<file path="src/rtl/sdr_rd_udp_feeder.sv">
// SDRAM frame reader: issues bounded read bursts and forwards the
// returned words into the UDP FIFO, with frame markers and error flags.
module sdr_rd_udp_feeder #(
  parameter int ADDR_W      = 21,
  parameter int DATA_W      = 32,
  parameter int BURST_LEN   = 256,
  parameter int FRAME_WORDS = 786432,
  parameter int FIFO_HIGH   = 3584
) (
  input  logic              Clk,
  input  logic              Rst,
  input  logic              Sdr_init_done,
  input  logic              wr_done,
  input  logic              Sdr_busy,
  output logic              App_rd_en,
  output logic [ADDR_W-1:0] App_rd_addr,
  input  logic              Sdr_rd_en,
  input  logic [DATA_W-1:0] Sdr_rd_dout,
  input  logic [11:0]       udp_wrusedw,
  input  logic              full_flag,
  output logic              udp_fifo_wr_en,
  output logic [DATA_W-1:0] udp_fifo_wr_data,
  output logic              frame_start,
  output logic              frame_done,
  output logic              rd_err,
  output logic              fifo_ovf
);

  typedef enum logic [1:0] {IDLE, CHECK, REQ, DRAIN} state_t;

  localparam int CW  = 11;
  localparam int AW1 = ADDR_W + 1;
  localparam logic [ADDR_W:0]   FW   = AW1'(FRAME_WORDS);
  localparam logic [ADDR_W-1:0] LAST = ADDR_W'(FRAME_WORDS - 1);
  localparam logic [CW-1:0]     BL   = CW'(BURST_LEN);
  localparam logic [11:0]       FH   = 12'(FIFO_HIGH);

  state_t            state;
  logic [ADDR_W-1:0] addr;
  logic [ADDR_W-1:0] rx;
  logic [CW-1:0]     blen;
  logic [CW-1:0]     issued;
  logic [CW-1:0]     outst;
  logic              frm_end;

  logic              accept;
  logic              ret;
  logic              stray;
  logic              last_req;
  logic [ADDR_W:0]   remain;
  logic [CW-1:0]     burst;
  logic [CW-1:0]     outst_nxt;
  logic [ADDR_W-1:0] addr_nxt;

  assign accept    = App_rd_en & ~Sdr_busy;
  assign ret       = Sdr_rd_en & (outst != '0);
  assign stray     = Sdr_rd_en & (outst == '0);
  assign last_req  = accept & ((issued + CW'(1)) == blen);
  assign remain    = FW - {1'b0, addr};
  assign burst     = (remain < AW1'(BURST_LEN)) ? CW'(remain) : BL;
  assign outst_nxt = outst + CW'(accept) - CW'(ret);
  assign addr_nxt  = (addr == LAST) ? '0 : addr + ADDR_W'(1);
  assign App_rd_addr = addr;

  always_ff @(posedge Clk) begin
    if (Rst) begin
      state            <= IDLE;
      addr             <= '0;
      rx               <= '0;
      blen             <= '0;
      issued           <= '0;
      outst            <= '0;
      frm_end          <= 1'b0;
      App_rd_en        <= 1'b0;
      udp_fifo_wr_en   <= 1'b0;
      udp_fifo_wr_data <= '0;
      frame_start      <= 1'b0;
      frame_done       <= 1'b0;
      rd_err           <= 1'b0;
      fifo_ovf         <= 1'b0;
    end else begin
      frame_start      <= accept & (addr == '0);
      udp_fifo_wr_en   <= ret;
      udp_fifo_wr_data <= Sdr_rd_dout;
      frame_done       <= ret & (rx == LAST);
      rd_err           <= rd_err | stray;
      fifo_ovf         <= fifo_ovf | (udp_fifo_wr_en & full_flag);
      outst            <= outst_nxt;
      // rx tracks the frame position of returned words
      if (ret)
        rx <= (rx == LAST) ? '0 : rx + ADDR_W'(1);
      if (accept) begin
        addr   <= addr_nxt;
        issued <= issued + CW'(1);
        if (addr == LAST)
          frm_end <= 1'b1;
      end
      unique case (state)
        IDLE: begin
          if (Sdr_init_done && wr_done) begin
            state   <= CHECK;
            addr    <= '0;
            frm_end <= 1'b0;
          end
        end
        CHECK: begin
          if (udp_wrusedw <= FH && !full_flag) begin
            state     <= REQ;
            App_rd_en <= 1'b1;
            blen      <= burst;
            issued    <= '0;
          end
        end
        REQ: begin
          if (last_req) begin
            state     <= DRAIN;
            App_rd_en <= 1'b0;
          end
        end
        DRAIN: begin
          if (outst == '0) begin
            if (frm_end) begin
              frm_end <= 1'b0;
              if (wr_done) begin
                state <= CHECK;
                addr  <= '0;
              end else begin
                state <= IDLE;
              end
            end else begin
              state <= CHECK;
            end
          end
        end
        default: state <= IDLE;
      endcase
    end
  end

endmodule

</file>
<file path="config.mk">
export PLATFORM = sky130hd
export DESIGN_NAME = sdr_rd_udp_feeder
export DESIGN_NICKNAME = d
export VERILOG_FILES = /design/src/rtl/sdr_rd_udp_feeder.sv
export SDC_FILE = /design/constraint.sdc
export NUM_CORES = 1
export LEC_CHECK = 0
export CAP_MARGIN = 0
export CELL_PAD_IN_SITES_DETAIL_PLACEMENT = 1
export CELL_PAD_IN_SITES_GLOBAL_PLACEMENT = 2
export CORE_ASPECT_RATIO = 1.1
export CORE_MARGIN = 3
export CORE_UTILIZATION = 33
export CTS_CLUSTER_DIAMETER = 120
export DETAILED_ROUTE_END_ITERATION = 8
export PLACE_DENSITY_LB_ADDON = 0.1
export SLEW_MARGIN = 20
export SYNTH_ARGS = -nofsm -noshare
export SYNTH_HDL_FRONTEND = slang
export SYNTH_SLANG_ARGS = --single-unit
</file>
<file path="constraint.sdc">
create_clock -name Clk -period 4.7 [get_ports Clk]
set_input_delay 0.705 -clock Clk [delete_from_list [all_inputs] [get_ports Clk]]
set_output_delay 0.705 -clock Clk [all_outputs]
set_load 0.02 [all_outputs]
</file>
==> impl_metrics.json, run 1 <==
{
  "path_class": "reg2reg",
  "cts-root-buf": "clkbuf_16",
  "yosys_warnings": 0,
  "grt_pass1_vias": 4939,
  "cts_setup_buffers": 0,
  "irDropWorstVdd_mv": 0.307,
  "dieWidth_um": 128,
  "final_hold_viol_count": 0,
  "path_delay_family": "adder cells",
  "drcViolationCount": 0,
  "drt-total-wl_mm": 14.5,
  "ys_seq_elements": 116,
  "drive_above_1_share_pct": 6.69,
  "synthFlopType": "dfxtp_1",
  "async_flop_share_pct": 0,
  "slowest_delay_ps": 400,
  "cpMaxStageDelayCell": "fa_1",
  "power.density_nw_per_um2": 434,
  "synth-edff-count": 0,
  "worst_slew_pin_slew_ps": 759,
  "synth.net_count": 689,
  "fillCellCount": 1834,
  "cts_tree": "done",
  "ctsHoldBuffers": 0,
  "yosys.area_share.adder_pct": 5.67,
  "critPathLaunch": "outst[5]$_SDFF_PP0_",
  "hp-class": "reg2reg",
  "grt_max_degree": 54,
  "core-area_um2": 15900,
  "yosysTopAreaCell": "dfxtp_1",
  "start_util_pct": 34.1,
  "io_pins": 110,
  "via_per_inst": 4.92,
  "insertion_delay_ps": 410,
  "seqCellArea_um2": 2320,
  "fmax_mhz": 287,
  "finalSetupViolations": 0,
  "synth_area_leaders": "dfxtp_1 (43%), xor2_1 (7.6%), nor2_1 (6.7%)",
  "first_pass_iters": 4,
  "post_synth.cell_area_avg_um2": 8.84,
  "die_y_um": 140,
  "antenna_found_initial": 0,
  "grt_first_pass_wirelength_mm": 24.6,
  "crit_end": "outst[10]$_SDFF_PP0_",
  "cp_num_buf_inv": 4,
  "die_area_um2": 18000,
  "synth_simple_gate_area_share_pct": 26.1,
  "clk_path_buf_depth": 2,
  "slew_violations": 0,
  "finalCritPeriodShare_pct": 74.1,
  "n_antenna_cell": 0,
  "clock_skew_ps": 7.68,
  "synth_top_family_by_area": "simple AND/OR/NAND/NOR gates",
  "cp_data_arrival_time_ps": 3760,
  "num_rows": 48,
  "nNetsFinal": 794,
  "critPathMaxFanout": 9,
  "vias": 4581,
  "drv_cap": 0,
  "finalCriticalPeriod_ps": 3480,
  "rsz0062_at_grt": "no",
  "clk_pin_slew_ps": 60,
  "fin_setup_tns_ps": 0,
  "place.gp.congestion": 0.763,
  "multi_input_area_um2": 2880,
  "worst_hold_slack_ps": 478,
  "numPortBuffers": 109,
  "synth_cell_type_count": 62,
  "crit_cells": 18,
  "overflow": 0,
  "synth_xor_area_share_pct": 11.9,
  "cts_resized": 0,
  "yosysTopAreaCellShare_pct": 42.8,
  "r2r-end": "outst[10]$_SDFF_PP0_",
  "grtUsageTotal_pct": 16.9,
  "syn_area_um2": 5430,
  "drt-initial-drc-count": 125,
  "status": "finished clean",
  "critPathLaunchType": "flop",
  "crit_chain": "inv_1 > ha_1 > nor3b_1 > nand2_1 > nand2_1 > inv_1 > ha_1 > inv_1 > ha_1 > inv_1 > fa_1 > nand2b_1 > a21oi_1 > o21ai_1 > a21oi_1 > o2111ai_1 > a21oi_1 > nor3b_1",
  "path_common_cell": "inv_1",
  "ys_seq_area_share_pct": 42.8,
  "cts_buffers": 17,
  "post_drt_wl_per_cell_um": 15.6,
  "ff2ff_setup_slack_ps": 1220,
  "place_hpwl_mm": 10.9,
  "p_leak_uw": 0.00275,
  "timing.rr.start": "outst[5]$_SDFF_PP0_",
  "max_slew_margin_pct": 49.2,
  "synthCells": 614,
  "ant_nets": 0,
  "synthMuxAreaShare_pct": 0.392,
  "cts-htree-levels": 4,
  "clkSinkCount": 116,
  "end_kind": "flop",
  "crit_required_ps": 4980,
  "synth-compound-area-share_pct": 9.06,
  "ff2ff_path_depth": 18,
  "syn_to_final_growth_pct": 33.3
}
[power by group]
part / switching [uW] / internal (uW) / total, uW
Clock: 511 / 739 / 1250
Combinational: 430 / 352 / 781
Sequential: 50.9 / 1060 / 1110
Total: 992 / 2150 / 3140
[placed cells by master (no fill, tap or decap), drive strengths merged, types with 4 or more instances in the layout]
master,count
inv,35
a21o,4
xor2,47
nor3,16
ha,23
and4,5
clkdlybuf4s50,108
nand3,28
nand2,38
nor2b,35
a22o,8
xnor2,27
clkbuf,17
a31oi,4
o21ai,7
clkinv,4
or3,4
nand2b,6
and3,5
a21oi,16
dfxtp,116
and2,8
nor4,6
nor2,97
nand4,18
a211oi,6
[Yosys cell counts (all sizes together) (7+ instances only)]
| master | number |
|---|---|
| o21ai | 7 |
| nand4 | 18 |
| dfxtp | 116 |
| nand2 | 38 |
| buf | 8 |
| xnor2 | 27 |
| a22o | 8 |
| nor2 | 97 |
| inv | 28 |
| nor2b | 35 |
| and2 | 8 |
| nand3 | 28 |
| clkbuf | 17 |
| a21oi | 16 |
| ha | 23 |
| nor3 | 16 |
| xor2 | 47 |
[kinds of logic (layout without fill, tap and decap cells)]
family | count (synthesis) | in the layout
and+or+nand+nor | 276 | 276
DFF | 116 | 116
adders and majority gates | 24 | 24
buffers and inverters | 53 | 171
muxes | 2 | 2
AOI/OAI and AO/OA | 69 | 69
xor gates and xnor gates | 74 | 74
[worst min-delay path by stage]
stage / endpoint / start / slack (ps) / cells after the start
after floorplan: rx[1]$_SDFFE_PP0P_ / rx[1]$_SDFFE_PP0P_ / 450 / 2
after global placement: fifo_ovf$_SDFF_PP0_ / fifo_ovf$_SDFF_PP0_ / 450 / 2
after detailed placement: fifo_ovf$_SDFF_PP0_ / fifo_ovf$_SDFF_PP0_ / 460 / 2
after CTS: rx[1]$_SDFFE_PP0P_ / rx[1]$_SDFFE_PP0P_ / 480 / 2
after global routing: blen[9]$_SDFFE_PP0P_ / blen[9]$_SDFFE_PP0P_ / 520 / 1
final: blen[9]$_SDFFE_PP0P_ / blen[9]$_SDFFE_PP0P_ / 480 / 1
[worst register-to-register path, stage by stage, from the launching register on]
cell and delay (ps):
dfxtp_1 320, inv_1 80, ha_1 140, nor3b_1 230, nand2_1 130, nand2_1 260, inv_1 150, ha_1 310
inv_1 60, ha_1 150, inv_1 50, fa_1 400, nand2b_1 160, a21oi_1 180, o21ai_1 100, a21oi_1 240
o2111ai_1 180, a21oi_1 150, nor3b_1 60
[cell type report]
cell class	instances	area share [%]
Tap cell	200	3.46
Timing Repair Buffer	111	15.2
Clock buffer	17	5.88
Sequential cell	116	32.1
Inverter	28	1.45
Clock inverter	15	2.01
Multi-Input combinational cell	445	39.9
[state kept, by name, summed over array words and instances (netlist names)]
signal	count
udp_fifo_wr_data	32
App_rd_en	1
outst	11
rx	21
frame_done	1
udp_fifo_wr_en	1
frame_start	1
state	2
blen	11
App_rd_addr	21
frm_end	1
issued	11
fifo_ovf	1
rd_err	1
[metrics by stage]
step                std cells  util [%]  instance area [um2]  power, uW  setup slack, ps
global route              932      45.4                 7230       3350              814
detailed placement        900      41.9                 6660       1920              855
finish                    932      45.4                 7230       3140             1220
floorplan                 614         -                 5430       1680             1660
CTS                       932      45.4                 7230       3190             1150
global placement          900      41.9                 6660       1900              925
[routing by layer]
metal / up-vias / global-route usage, % / wire length, um
li1: 2295 / - / -
met1: 2198 / 20.1 / 6200
met2: 68 / 29.4 / 7500
met3: 20 / 4.23 / 505
met4: 0 / 5.92 / 291
met5: - / 0 / 0
Power figures use the tool's default switching activity.
==> run 2, diff against run 1 <==
--- a/config.mk
+++ b/config.mk
@@ -10,7 +10,7 @@
 export CELL_PAD_IN_SITES_GLOBAL_PLACEMENT = 2
 export CORE_ASPECT_RATIO = 1.1
 export CORE_MARGIN = 3
-export CORE_UTILIZATION = 33
+export CORE_UTILIZATION = 31
 export CTS_CLUSTER_DIAMETER = 120
 export DETAILED_ROUTE_END_ITERATION = 8
 export PLACE_DENSITY_LB_ADDON = 0.1
==> constraint.sdc (replaced) <==
create_clock -name Clk -period 3.3 [get_ports Clk]
set_input_delay 0.495 -clock Clk [delete_from_list [all_inputs] [get_ports Clk]]
set_output_delay 0.495 -clock Clk [all_outputs]
set_load 0.02 [all_outputs]
==> run 2 against run 1 <==
Utilization fell by 2.3 points. First-iteration DRC count rose by 14%. Clock power rose by 43%. Critical path depth did not move. Register-to-register slack got worse by 1000 ps. Clock skew rose by 1.8 ps. Sequential share of layout area fell by 0.62 points. Die area rose by 6.2%. Largest cell class unchanged. Largest power group unchanged.
==> impl_metrics.json, run 2 (synthesis results as in run 1) <==
{
  "ant_nets": 0,
  "cts-root-buf": "clkbuf_16",
  "largest_register_ffs": 32,
  "clk_pin_slew_ps": 60,
  "p_leak_uw": 0.00280,
  "cts_tree": "done",
  "grt_max_degree": 47,
  "hp-start": "fifo_ovf$_SDFF_PP0_",
  "largest-register": "udp_fifo_wr_data",
  "insertion_delay_ps": 420,
  "fmax_mhz": 322,
  "num_rows": 50,
  "holdPathEnd": "fifo_ovf$_SDFF_PP0_",
  "critPathLaunchType": "flop",
  "worstHoldPathCells": 2,
  "irDropWorstVdd_mv": 0.364,
  "clock_skew_ps": 9.53,
  "status": "finished clean",
  "place.gp.congestion": 0.807,
  "vias": 4623,
  "final_cell_mix": "dfxtp_1 (116), clkdlybuf4s50_1 (108), nor2_1 (97), xor2_1 (47), nand2_1 (36)",
  "end_kind": "flop",
  "drive_above_1_share_pct": 9.20,
  "dp_slack_ps": -29.1,
  "finalSetupViolations": 0,
  "drt-total-wl_mm": 14.6,
  "timing.rr.start": "outst[2]$_SDFF_PP0_",
  "start_util_pct": 31.8,
  "grt_first_pass_wirelength_mm": 23.9,
  "drv_cap": 0,
  "multi_input_area_um2": 2930,
  "nNetsFinal": 801,
  "critPathMaxFanout": 3,
  "seqCellArea_um2": 2320,
  "numPortBuffers": 109,
  "slew_violations": 0,
  "cts_buffers": 17,
  "io_pins": 110,
  "cts-htree-levels": 4,
  "ff2ff_setup_slack_ps": 190,
  "layout_commonest_cell": "dfxtp_1",
  "first_pass_iters": 4,
  "drcViolationCount": 0,
  "finalPower_uw": 4640,
  "n_antenna_cell": 0,
  "power.density_nw_per_um2": 630,
  "finalCriticalPeriod_ps": 3110,
  "via_per_inst": 4.75,
  "overflow": 0,
  "grtUsageTotal_pct": 15.5,
  "syn_to_final_growth_pct": 35.9,
  "finalCritPeriodShare_pct": 94.1,
  "fillCellCount": 1954,
  "ff2ff_path_depth": 18,
  "core-area_um2": 17100,
  "path_class": "reg2reg",
  "r2r-end": "outst[10]$_SDFF_PP0_",
  "cp_data_arrival_time_ps": 3380,
  "place_hpwl_mm": 10.8,
  "grt_pass1_vias": 4790,
  "final_hold_viol_count": 0,
  "hp-class": "reg2reg",
  "max_slew_margin_pct": 56.4,
  "drt-initial-drc-count": 143,
  "dieWidth_um": 132,
  "antenna_found_initial": 0,
  "post_drt_wl_per_cell_um": 15.0,
  "die_y_um": 145,
  "clkSinkCount": 116,
  "clk_path_buf_depth": 2,
  "worst_slew_pin_slew_ps": 651,
  "crit_required_ps": 3580,
  "fin_setup_tns_ps": 0,
  "setup_slack_ps": 194,
  "die_area_um2": 19100
}
==> run 2: metal layers <==
metal | wire length [um] | global-route usage [%] | share of wire [%] | vias up
li1 | - | - | - | 2303
met3 | 513 | 4.46 | 3.5 | 18
met2 | 7510 | 27.5 | 52 | 61
met1 | 6380 | 18.1 | 44 | 2241
met4 | 163 | 4.98 | 1.1 | 0
met5 | 0 | 0 | 0 | -
==> run 2: area by class of cell <==
class,count,share of cell area (%)
well taps,234,3.97
clock inverters,15,1.97
repair buffers,118,15.6
multi-input cells,445,39.7
clock buffers,17,5.77
flip-flops and latches,116,31.5
inverters,28,1.43
==> run 2: critical path, cell delays in order (launching register included) <==
cell and delay [ps]:
dfxtp_1 310, inv_1 80, ha_1 170, and4b_1 250, nand2_2 60, nand2_1 90, inv_1 60, ha_1 280
inv_1 60, ha_2 170, inv_1 50, fa_1 370, nand2b_1 170, a21oi_2 160, o21ai_1 100, a21oi_2 190
o2111ai_2 150, a21oi_2 180, nor3b_2 60
==> run 2: what timing repair did <==
item	in CTS	in global routing
endpoints found under the hold margin	0	0
resized for setup	1	13
buffers inserted	0	1
hold buffers	0	0
pin swaps	0	3
endpoints found under the setup margin	1	5
==> run 2: worst max-delay path by stage <==
stage                        start              endpoint  slack, ps  depth (start not counted)
2_1_floorplan  outst[4]$_SDFF_PP0_  outst[10]$_SDFF_PP0_        260                         18
3_3_place_gp              Sdr_busy  outst[10]$_SDFF_PP0_         40                         15
3_5_place_dp              Sdr_busy  outst[10]$_SDFF_PP0_        -30                         15
4_1_cts        outst[5]$_SDFF_PP0_  outst[10]$_SDFF_PP0_         20                         18
5_1_grt        outst[5]$_SDFF_PP0_  outst[10]$_SDFF_PP0_        -30                         18
6_report       outst[2]$_SDFF_PP0_  outst[10]$_SDFF_PP0_        190                         18
==> run 2: where the power goes <==
group / internal (uW) / switching, uW
Sequential: 1510 / 76.0
Clock: 1050 / 736
Combinational: 586 / 683
Total: 3150 / 1500
==> run 2: per-stage QoR <==
stage                     util (%)  std cells  area (um2)  hold slack (ps)
after global placement        39.5        940        6750              446
after global routing          43.2        973        7370              501
after CTS                     42.9        972        7320              476
after floorplan                  -        614        5430              449
after detailed placement      39.5        940        6750              462
final                         43.2        973        7370              466
==> run 3, diff against run 2 <==
--- a/config.mk
+++ b/config.mk
@@ -10,7 +10,7 @@
 export CELL_PAD_IN_SITES_GLOBAL_PLACEMENT = 2
 export CORE_ASPECT_RATIO = 1.1
 export CORE_MARGIN = 3
-export CORE_UTILIZATION = 31
+export CORE_UTILIZATION = 33
 export CTS_CLUSTER_DIAMETER = 120
 export DETAILED_ROUTE_END_ITERATION = 8
 export PLACE_DENSITY_LB_ADDON = 0.1
==> constraint.sdc (replaced) <==
create_clock -name Clk -period 3.8 [get_ports Clk]
set_input_delay 0.57 -clock Clk [delete_from_list [all_inputs] [get_ports Clk]]
set_output_delay 0.57 -clock Clk [all_outputs]
set_load 0.02 [all_outputs]
==> run 3 against run 2 <==
Final cell count down 4.1%. Sequential share of layout area up 0.46 points. Critical path depth unchanged. Clock skew down 2.8 ps. Critical path type unchanged. Critical endpoint unchanged. Largest cell class unchanged.
==> impl_metrics.json, run 3 (synthesis results as in run 1) <==
{
  "post_drt_wl_per_cell_um": 15.3,
  "finalSetupViolations": 0,
  "grt_pass1_vias": 4905,
  "power.density_nw_per_um2": 547,
  "dieWidth_um": 128,
  "clk_pin_slew_ps": 60,
  "largest_register_ffs": 32,
  "syn_to_final_growth_pct": 34.0,
  "place_hpwl_mm": 10.7,
  "core-area_um2": 15900,
  "io_pins": 110,
  "die_y_um": 140,
  "antenna_found_initial": 0,
  "layout_commonest_cell": "dfxtp_1",
  "worst_slew_pin_slew_ps": 642,
  "numPortBuffers": 109,
  "slowest_delay_ps": 400,
  "grt_first_pass_wirelength_mm": 24.1,
  "fin_setup_tns_ps": 0,
  "overflow": 0,
  "rsz0062_at_grt": "no",
  "end_kind": "flop",
  "path_class": "reg2reg",
  "ant_nets": 0,
  "worstHoldPathCells": 2,
  "drcViolationCount": 0,
  "drv_cap": 0,
  "p_leak_uw": 0.00278,
  "drt-total-wl_mm": 14.2,
  "grtUsageTotal_pct": 16.6,
  "grt_max_degree": 36,
  "cts-htree-levels": 4,
  "start_util_pct": 34.1,
  "cp_data_arrival_time_ps": 3600,
  "cts_buffers": 17,
  "crit_chain": "inv_1 > ha_1 > nor3b_1 > nand2_1 > nand2_1 > inv_1 > ha_1 > inv_1 > ha_1 > inv_1 > fa_1 > nand2b_1 > a21oi_1 > o21ai_1 > a21oi_2 > o2111ai_1 > a21oi_1 > nor3b_1",
  "largest-register": "udp_fifo_wr_data",
  "n_antenna_cell": 0,
  "clk_path_buf_depth": 2,
  "cpMaxStageDelayCell": "fa_1",
  "cts-root-buf": "clkbuf_16",
  "finalCritPeriodShare_pct": 87.5,
  "finalCriticalPeriod_ps": 3330,
  "drive_above_1_share_pct": 6.96,
  "cts_setup_buffers": 0,
  "hp-class": "reg2reg",
  "vias": 4526,
  "via_per_inst": 4.85,
  "slew_violations": 0,
  "insertion_delay_ps": 410,
  "final_cell_mix": "dfxtp_1 (116), clkdlybuf4s50_1 (108), nor2_1 (97), xor2_1 (47), nand2_1 (37)",
  "final_hold_viol_count": 0,
  "drt-initial-drc-count": 141,
  "cts_tree": "done",
  "irDropWorstVdd_mv": 0.348,
  "place.gp.congestion": 0.785,
  "num_rows": 48,
  "critPathMaxFanout": 4,
  "max_slew_margin_pct": 57.0,
  "finalPower_uw": 3970,
  "die_area_um2": 18000,
  "clock_skew_ps": 6.71,
  "clkSinkCount": 116,
  "critPathLaunchType": "flop",
  "status": "finished clean",
  "fmax_mhz": 301,
  "ff2ff_path_depth": 18,
  "nNetsFinal": 795,
  "crit_required_ps": 4070,
  "path_common_cell": "inv_1",
  "first_pass_iters": 5
}
-- run 3: changes by cell type in the layout (fill, tap and decap cells not counted), moves of 2 or more --
cell	change
buf_4	-6
ha_1	+2
clkinv_2	-2
ha_2	-2
a21oi_1	+2
a21oi_2	-2
inv_2	-2
nor3b_1	+2
inv_1	+2
inv_6	+2
-- run 3: cell type report --
class / instances / area (um2)
fillers: 1829 / 8650
repair buffers: 112 / 1110
flip-flops and latches: 116 / 2320
inverters: 28 / 105
clock buffers: 17 / 425
multi-input cells: 445 / 2890
clock inverters: 15 / 170
well taps: 200 / 250
-- run 3: repair_timing --
action                     in CTS  in global routing
setup endpoints to repair       0                  3
hold buffers                    0                  0
resized for setup               0                  2
-- run 3: path summary, 6_finish.rpt --
kind,to,start,slack (ps)
hold / removal,fifo_ovf$_SDFF_PP0_,fifo_ovf$_SDFF_PP0_,470
setup reg to reg,outst[10]$_SDFF_PP0_,outst[4]$_SDFF_PP0_,470
setup / recovery,outst[10]$_SDFF_PP0_,outst[4]$_SDFF_PP0_,470
hold reg to reg,fifo_ovf$_SDFF_PP0_,fifo_ovf$_SDFF_PP0_,470
-- run 3: power breakdown --
| part | switching, uW | total, uW | internal (uW) | leakage, uW |
|---|---|---|---|---|
| sequential | 62.3 | 1370 | 1310 | 0.000948 |
| combinational | 541 | 985 | 444 | 0.00154 |
| clock | 632 | 1620 | 984 | 0.000288 |
-- run 3: through the flow --
stage,cells,instance area [um2],setup WS (ps),util [%],hold slack (ps)
2_1_floorplan,614,5430,757,-,449
3_3_place_gp,901,6670,246,41.9,459
3_5_place_dp,901,6670,151,41.9,461
4_1_cts,933,7260,301,45.6,475
5_1_grt,933,7270,36.2,45.7,500
6_report,933,7270,474,45.7,467
-- run 3: critical path: cells and delay by family (launching register included) --
family / cells / cell delay [ps]
compound gates: 5 / 830
buf+inv: 4 / 270
flops: 1 / 310
fa+ha+maj: 4 / 1010
simple gates: 5 / 760
-- run 3: per-layer routing --
layer	global-route usage [%]	part of all wire, %	routed length (um)
met5	0	0	0
met4	4.86	1.3	178
met3	4.65	3.5	504
met2	29.2	52	7450
met1	19.4	43	6100
